### config.mk
export PLATFORM = sky130hd
export DESIGN_NAME = ps2_mouse_accum
export DESIGN_NICKNAME = d
export VERILOG_FILES = /design/src/rtl/ps2_mouse_accum.sv
export SDC_FILE = /design/constraint.sdc
export NUM_CORES = 1
export LEC_CHECK = 0
export ABC_AREA = 1
export BUFFER_PORTS_ARGS = -buffer_cell sky130_fd_sc_hd__buf_4
export CORE_ASPECT_RATIO = 1.1
export CORE_MARGIN = 2
export CORE_UTILIZATION = 25
export DETAILED_ROUTE_END_ITERATION = 8
export GPL_TIMING_DRIVEN = 0
export PLACE_DENSITY = 0.4
export SETUP_SLACK_MARGIN = 0.3
export SLEW_MARGIN = 5
export SYNTH_ARGS = -nofsm -noshare
export SYNTH_HDL_FRONTEND = slang
export SYNTH_SLANG_ARGS = --single-unit
### constraint.sdc
create_clock -name clk_sys -period 3.3 [get_ports clk_sys]
set_clock_uncertainty 0.15 [all_clocks]
set_input_delay 0.66 -clock clk_sys [delete_from_list [all_inputs] [get_ports clk_sys]]
set_output_delay 0.66 -clock clk_sys [all_outputs]
set_load 0.03 [all_outputs]
### src/rtl/ps2_mouse_accum.sv
`default_nettype none
// ============================================================================
//  Module      : ps2_mouse_accum
//  Description : Assembles standard 3-byte PS/2 mouse packets and accumulates
//                the movement into wrapping 8-bit absolute X/Y positions that
//                the Kempston mouse port decoder reads as a 17-bit bus.
//  Revision    : 1.0 - initial release
// ============================================================================
module ps2_mouse_accum #(
    parameter int         SENS_SHIFT = 2,
    parameter int         TIMEOUT    = 50000,
    parameter logic [7:0] X_INIT     = 8'h80,
    parameter logic [7:0] Y_INIT     = 8'h00
) (
    input  logic        clk_sys,
    input  logic        reset_n,
    input  logic        clear,
    input  logic [7:0]  ps2_byte,
    input  logic        ps2_byte_valid,
    output logic [16:0] ps2_mouse,
    output logic        mouse_new,
    output logic        sync_err
);

    localparam int ACC_W = 8 + SENS_SHIFT;
    localparam int GAP_W = $clog2(TIMEOUT + 1);

    // Positions carry SENS_SHIFT fraction bits below the visible 8 bits.
    localparam logic [ACC_W-1:0] ACC_X_INIT = ACC_W'(X_INIT) << SENS_SHIFT;
    localparam logic [ACC_W-1:0] ACC_Y_INIT = ACC_W'(Y_INIT) << SENS_SHIFT;

    typedef enum logic [1:0] {
        ST_HDR = 2'd0,
        ST_DX  = 2'd1,
        ST_DY  = 2'd2
    } state_t;

    state_t             state, state_nxt, cur;
    // Only the header bits that matter are kept:
    // [5]=Y overflow, [4]=X overflow, [3]=Y sign, [2]=X sign, [1:0]=right/left
    logic [5:0]         hdr, hdr_nxt;
    logic [7:0]         dx, dx_nxt;
    logic [GAP_W-1:0]   gap, gap_nxt;
    logic [ACC_W-1:0]   acc_x, acc_x_nxt, acc_y, acc_y_nxt;
    logic [ACC_W-1:0]   dx_add, dy_add;
    logic               button, button_nxt;
    logic               mouse_new_nxt, sync_err_nxt;
    logic               timeout;

    // Packet FSM, gap timer and accumulator next-state logic.
    always_comb begin
        state_nxt     = state;
        hdr_nxt       = hdr;
        dx_nxt        = dx;
        gap_nxt       = gap;
        acc_x_nxt     = acc_x;
        acc_y_nxt     = acc_y;
        button_nxt    = button;
        mouse_new_nxt = 1'b0;
        sync_err_nxt  = 1'b0;
        cur           = state;
        timeout       = (state != ST_HDR) && (gap == GAP_W'(TIMEOUT));
        // 9-bit two's complement deltas, sign-extended (or truncated) to the accumulator width
        dx_add        = ACC_W'($signed({hdr[2], dx}));
        dy_add        = ACC_W'($signed({hdr[3], ps2_byte}));

        if (clear) begin
            // Clear beats everything, including a same-cycle commit or strobe.
            state_nxt  = ST_HDR;
            gap_nxt    = '0;
            acc_x_nxt  = ACC_X_INIT;
            acc_y_nxt  = ACC_Y_INIT;
            button_nxt = 1'b0;
        end else begin
            if (timeout) begin
                // Abandon the partial packet; a coinciding byte is judged as a header.
                cur          = ST_HDR;
                state_nxt    = ST_HDR;
                gap_nxt      = '0;
                sync_err_nxt = 1'b1;
            end else if (state != ST_HDR) begin
                gap_nxt = gap + 1'b1;
            end

            if (ps2_byte_valid) begin
                gap_nxt = '0;
                case (cur)
                    ST_HDR: begin
                        if (ps2_byte[3]) begin
                            hdr_nxt   = {ps2_byte[7:4], ps2_byte[1:0]};
                            state_nxt = ST_DX;
                        end else begin
                            sync_err_nxt = 1'b1;
                        end
                    end
                    ST_DX: begin
                        dx_nxt    = ps2_byte;
                        state_nxt = ST_DY;
                    end
                    ST_DY: begin
                        state_nxt = ST_HDR;
                        if (!hdr[4]) acc_x_nxt = acc_x + dx_add;
                        if (!hdr[5]) acc_y_nxt = acc_y + dy_add;
                        button_nxt    = hdr[0] | hdr[1];
                        mouse_new_nxt = 1'b1;
                    end
                    default: state_nxt = ST_HDR;
                endcase
            end
        end
    end

    // State, packet latches, accumulators and output pulses.
    always_ff @(posedge clk_sys or negedge reset_n) begin
        if (!reset_n) begin
            state     <= ST_HDR;
            hdr       <= '0;
            dx        <= '0;
            gap       <= '0;
            acc_x     <= ACC_X_INIT;
            acc_y     <= ACC_Y_INIT;
            button    <= 1'b0;
            mouse_new <= 1'b0;
            sync_err  <= 1'b0;
        end else begin
            state     <= state_nxt;
            hdr       <= hdr_nxt;
            dx        <= dx_nxt;
            gap       <= gap_nxt;
            acc_x     <= acc_x_nxt;
            acc_y     <= acc_y_nxt;
            button    <= button_nxt;
            mouse_new <= mouse_new_nxt;
            sync_err  <= sync_err_nxt;
        end
    end

    assign ps2_mouse = {button, acc_x[ACC_W-1 -: 8], acc_y[ACC_W-1 -: 8]};

endmodule
`default_nettype wire

### Word-level counts from Yosys, hierarchy flattened

Cells that the tools add are included.

* flip-flop bits (word level): 55
* output and inout port bits: 19

* add/subtract/negate cells: 3
* equality and inequality tests: 5
* muxes and demuxes: 29
* bitwise gates (word level): 2
* reduce and logical (&&, ||, !) cells: 11

Operators by type and width (count)
* two-way mux 10 bit: 8
* two-way mux 16 bit: 4
* adder 10 bit: 2
* adder 16 x 1 -> 16 bit (second input constant): 1
* equality test 16 bit (second input constant): 1
* two-way mux 1 bit: 11
* two-way mux 2 bit: 5
* AND reduction 3 bit: 3
* nonzero test 2 bit: 3
* inequality test 2 bit (second input constant): 2
* case mux 2 bit (2 select lines): 1
* AND reduction 4 bit: 1
* nonzero test 4 bit: 1
* equality test 2 x 1 -> 1 bit (second input constant): 1
* equality test 2 bit (second input constant): 1
* logical NOT 2 bit: 1
* AND reduction 2 bit: 1
* logical AND 1 bit: 1
* inverter 1 bit: 1
* OR 1 bit: 1

### Logic depth before layout (Yosys ltp)

* depth after elaboration: 8
* depth in mapped cells: 13

### Least setup slack after synthesis

Ideal clock, no wire load.

* path type: input-to-reg
* from: in ps2_byte[0]
* to: reg acc_y[6]
* arrival time: 1807 ps
* required time: 3033 ps
* slack: 1226 ps
* stages on the path: 13
* path buffers: 0
* cell sequence: ha_1 -> inv_1 -> fa_1 -> inv_1 -> nand3_1 -> nand2_1 -> nand2_1 -> nand2_1 -> nand2_1 -> nand2_1 -> nor2_1 -> nand2_1 -> nand2_1

* longest elaborated chain between the ends: 5

Ends and longest elaborated chain
* start, declared: line 18 `input logic [7:0] ps2_byte,`
* adder 10 bit: line 103 `if (!hdr[5]) acc_y_nxt = acc_y + dy_add;`
* two-way mux 10 bit: line 103
* two-way mux 10 bit: line 87 `case (cur)`
* two-way mux 10 bit: line 85 `if (ps2_byte_valid) begin`
* two-way mux 10 bit: line 67 `if (clear) begin`
* end signal, assigned: line 131 `acc_y <= acc_y_nxt;`
* end, declared: line 44 `logic [ACC_W-1:0] acc_x, acc_x_nxt, acc_y, acc_y_nxt;`

Every way passes these cells. The select of a mux whose other input is x is not followed.
A chain may end at the register's enable or synchronous reset.

### Worst setup path in the final report

Ends and elaborated chain as after synthesis.

==> flow_metrics.py <==
metrics = {
    "global_route": {
        "grt_antenna_before_repair": 0,
        "grt_max_degree": 56,
        "grt_pass1_wl_um": 15700,
        "grt_usage_pct": 13.1,
        "grt_pass1_vias": 3095,
        "grt.overflow.total": 0,
    },
    "logic_synthesis": {
        "async_flop_share_pct": 100,
        "synth_seq_area_share_pct": 37.8,
        "synthCells": 512,
        "synth_cell_types": 25,
        "yosys_warnings": 0,
        "syn_avg_cell_area_um2": 7.13,
        "ys_seq_elements": 55,
        "synth_fp_nets": 546,
        "synth_edf_count": 0,
        "netlist_area_mm2": 0.00365,
        "synth_ff_type": "dfrtp_1",
    },
    "power": {
        "leakage_nw": 2.27,
        "switching_power_uw": 722,
        "p_seq_share_pct": 40.4,
        "p_per_area_mw_per_mm2": 478,
        "internal-power_mw": 1.31,
        "clkPwrFrac_pct": 26.9,
        "totalPowerFinal_mw": 2.03,
        "combPwrFrac_pct": 32.7,
        "max-vdd-ir-drop_v": 0.000196,
        "switching_share_pct": 35.6,
    },
    "clock_network": {
        "cts_hold_buffers": 0,
        "worstSkewPairLatency_ns": 0.31,
        "cts_resized": 0,
        "cts_root_buffer": "clkbuf_16",
        "htree_levels": 2,
        "cts_buffer_depth": 2,
        "cts_made_buffers": 5,
        "post-cts-setup-buffers": 0,
        "cts_tree": "done",
        "cts.sinks": 55,
        "clk_pin_slew_ns": 0.07,
    },
    "worst_setup_path": {
        "worstPathArrival_ns": 2.16,
        "critPathLaunchType": "input port",
        "crit_fanout": 3,
        "path_class": "input port to flip-flop",
        "reg2reg_setup_slack_ns": 1.28,
        "worstReg2RegStart": "acc_y[0]",
        "reg2reg_depth": 13,
        "worstReg2RegEnd": "acc_y[6]",
        "critPathRequiredTime_ns": 3.35,
        "end_kind": "flip-flop",
    },
    "routing": {
        "ant_nets": 0,
        "drt-pass1-iter-count": 4,
        "vias": 3208,
        "drt-initial-drc-count": 150,
        "wl_um": 9510,
        "drc": 0,
        "routed_via_density": 4.33,
        "routedWlPerCell_um": 12.8,
    },
    "layout": {
        "ff_latch_area_mm2": 0.00138,
        "multi_input_area_mm2": 0.00180,
        "fin_area_mm2": 0.00424,
        "fin_nets": 582,
        "syn_to_final_growth_pct": 16.3,
        "diodes": 0,
        "drive_above_1_share_pct": 12.6,
        "fin_util_pct": 29.6,
        "fillers": 1574,
    },
    "floorplanning": {
        "die_area_mm2": 0.0156,
        "core-area_mm2": 0.0143,
        "rows": 46,
        "io_pins": 31,
        "die_y_um": 131,
        "die_w_um": 119,
        "initial_core_util_pct": 25.5,
    },
    "sta": {
        "max_freq_mhz": 473,
        "setup_viol_count_final": 0,
        "rsz0062_at_grt": "false",
        "worst_slew_pin_slew_ns": 0.767,
        "tns_ns": 0,
        "slew_headroom_pct": 48.8,
        "fin_crit_sh_pct": 64.1,
        "period_needed_ns": 2.12,
        "slew_violations": 0,
        "finalWorstSetupSlack_ns": 1.18,
        "finalHoldViolations": 0,
    },
    "min_path": {
        "min_path_type": "input port to async pin",
    },
    "placed_design": {
        "dp_slack_ns": 0.864,
        "dpl_cell_area_mm2": 0.00411,
        "hpwl_um": 7080,
        "place_congestion": 0.860,
        "io_buffers": 29,
    },
    "job": {
        "cap_violations": 0,
    },
    "status": {
        "outcome": "completed",
    },
}
## sequential cells by signal, indices dropped and copies added, names as in the netlist
signal     flops
mouse_new      1
acc_x         10
state          2
button         1
acc_y         10
dx             8
gap           16
sync_err       1
hdr            6
## power groups by stage
stage | Clock [mW] | Combinational, mW | Sequential, mW
2_1_floorplan | 0 | 0.502 | 0.814
3_3_place_gp | 0 | 0.667 | 0.834
3_5_place_dp | 0 | 0.672 | 0.835
4_1_cts | 0.581 | 0.675 | 0.822
5_1_grt | 0.598 | 0.756 | 0.833
6_report | 0.546 | 0.664 | 0.820
## cells in the final DEF (no fill, tap or decap)
master	n
nand3b_1	3
nand3_2	2
nand2_1	160
or2_0	1
xnor2_1	3
clkinv_2	1
nand4_1	9
o31ai_1	2
clkbuf_2	1
xor2_1	8
a21oi_1	21
buf_4	50
ha_1	20
dfstp_2	1
buf_6	1
nor2_2	1
nor3_1	4
dfrtp_1	54
nand3_1	46
nor2_1	46
nand2_2	1
inv_1	75
o21ai_2	6
fa_1	2
clkbuf_16	5
clkbuf_1	6
o21ai_0	20
## cells in the mapped netlist (2+ instances only)
library cell,count,area share (%)
nand3_2,2,0.55
nand4_1,9,1.5
ha_1,20,6.9
o21ai_2,6,1.4
xor2_1,8,1.9
nor3_1,4,0.55
dfrtp_1,54,37
nand3b_1,3,0.62
inv_1,75,7.7
o21ai_0,20,2.7
o31ai_1,2,0.41
nor2_1,46,4.7
nand3_1,46,6.3
xnor2_1,3,0.72
a21oi_1,21,2.9
nand2_1,160,16
buf_4,21,4.3
clkbuf_1,4,0.41
fa_1,2,1.1
## critical path: stages
cell	delay, ns
buf_4	0.10
ha_1	0.20
inv_1	0.07
fa_1	0.36
inv_1	0.10
nand3_1	0.07
nand2_1	0.16
nand2_1	0.09
nand2_1	0.07
nand2_1	0.05
nand2_1	0.06
nor2_1	0.04
nand2_1	0.09
nand2_1	0.05
## area by class of cell
cell class / instances / area share (%)
flip-flops and latches: 55 / 32.5
repair buffers: 29 / 5.13
inverters: 75 / 6.63
plain buffers: 27 / 4.45
well taps: 192 / 5.66
clock buffers: 7 / 3.12
multi-input cells: 355 / 42.4
clock inverters: 1 / 0.118
## stage by stage
| step | cells | hold slack, ns |
|---|---|---|
| global placement | 733 | 0.317 |
| finish | 741 | 0.282 |
| detailed placement | 733 | 0.320 |
| global route | 741 | 0.343 |
| floorplan | 512 | 0.214 |
| CTS | 741 | 0.322 |
## logic make-up after synthesis
| kind of cell | synth area share (%) |
|---|---|
| AO/OA/AOI/OAI | 7.48 |
| XOR/XNOR | 2.64 |
| adder cells (fa/ha/maj) | 7.96 |
| buffers and inverters | 12.9 |
| flip-flops | 37.8 |
| AND/OR/NAND/NOR | 31.3 |
## per-layer routing
metal  up-vias  part of all wire (%)  track usage, %
met3         8                   2.4            2.69
met5         -                     0               0
met4         0                   1.1            3.57
met1      1491                    50            17.5
li1       1671                     -               -
met2        38                    46            21.6
## how the worst max path moves through the flow
| stage | to | depth (start not counted) | slack, ns | from |
|---|---|---|---|---|
| after CTS | acc_y[6] | 14 | 1.19 | ps2_byte[0] |
| after global routing | acc_y[6] | 14 | 1.05 | ps2_byte[0] |
| after detailed placement | acc_y[6] | 14 | 0.86 | ps2_byte[0] |
| final | acc_y[6] | 14 | 1.18 | ps2_byte[0] |
| after floorplan | acc_y[6] | 13 | 1.23 | ps2_byte[0] |
| after global placement | acc_y[6] | 14 | 0.88 | ps2_byte[0] |
Note: power is estimated with default switching activity, not from simulation.
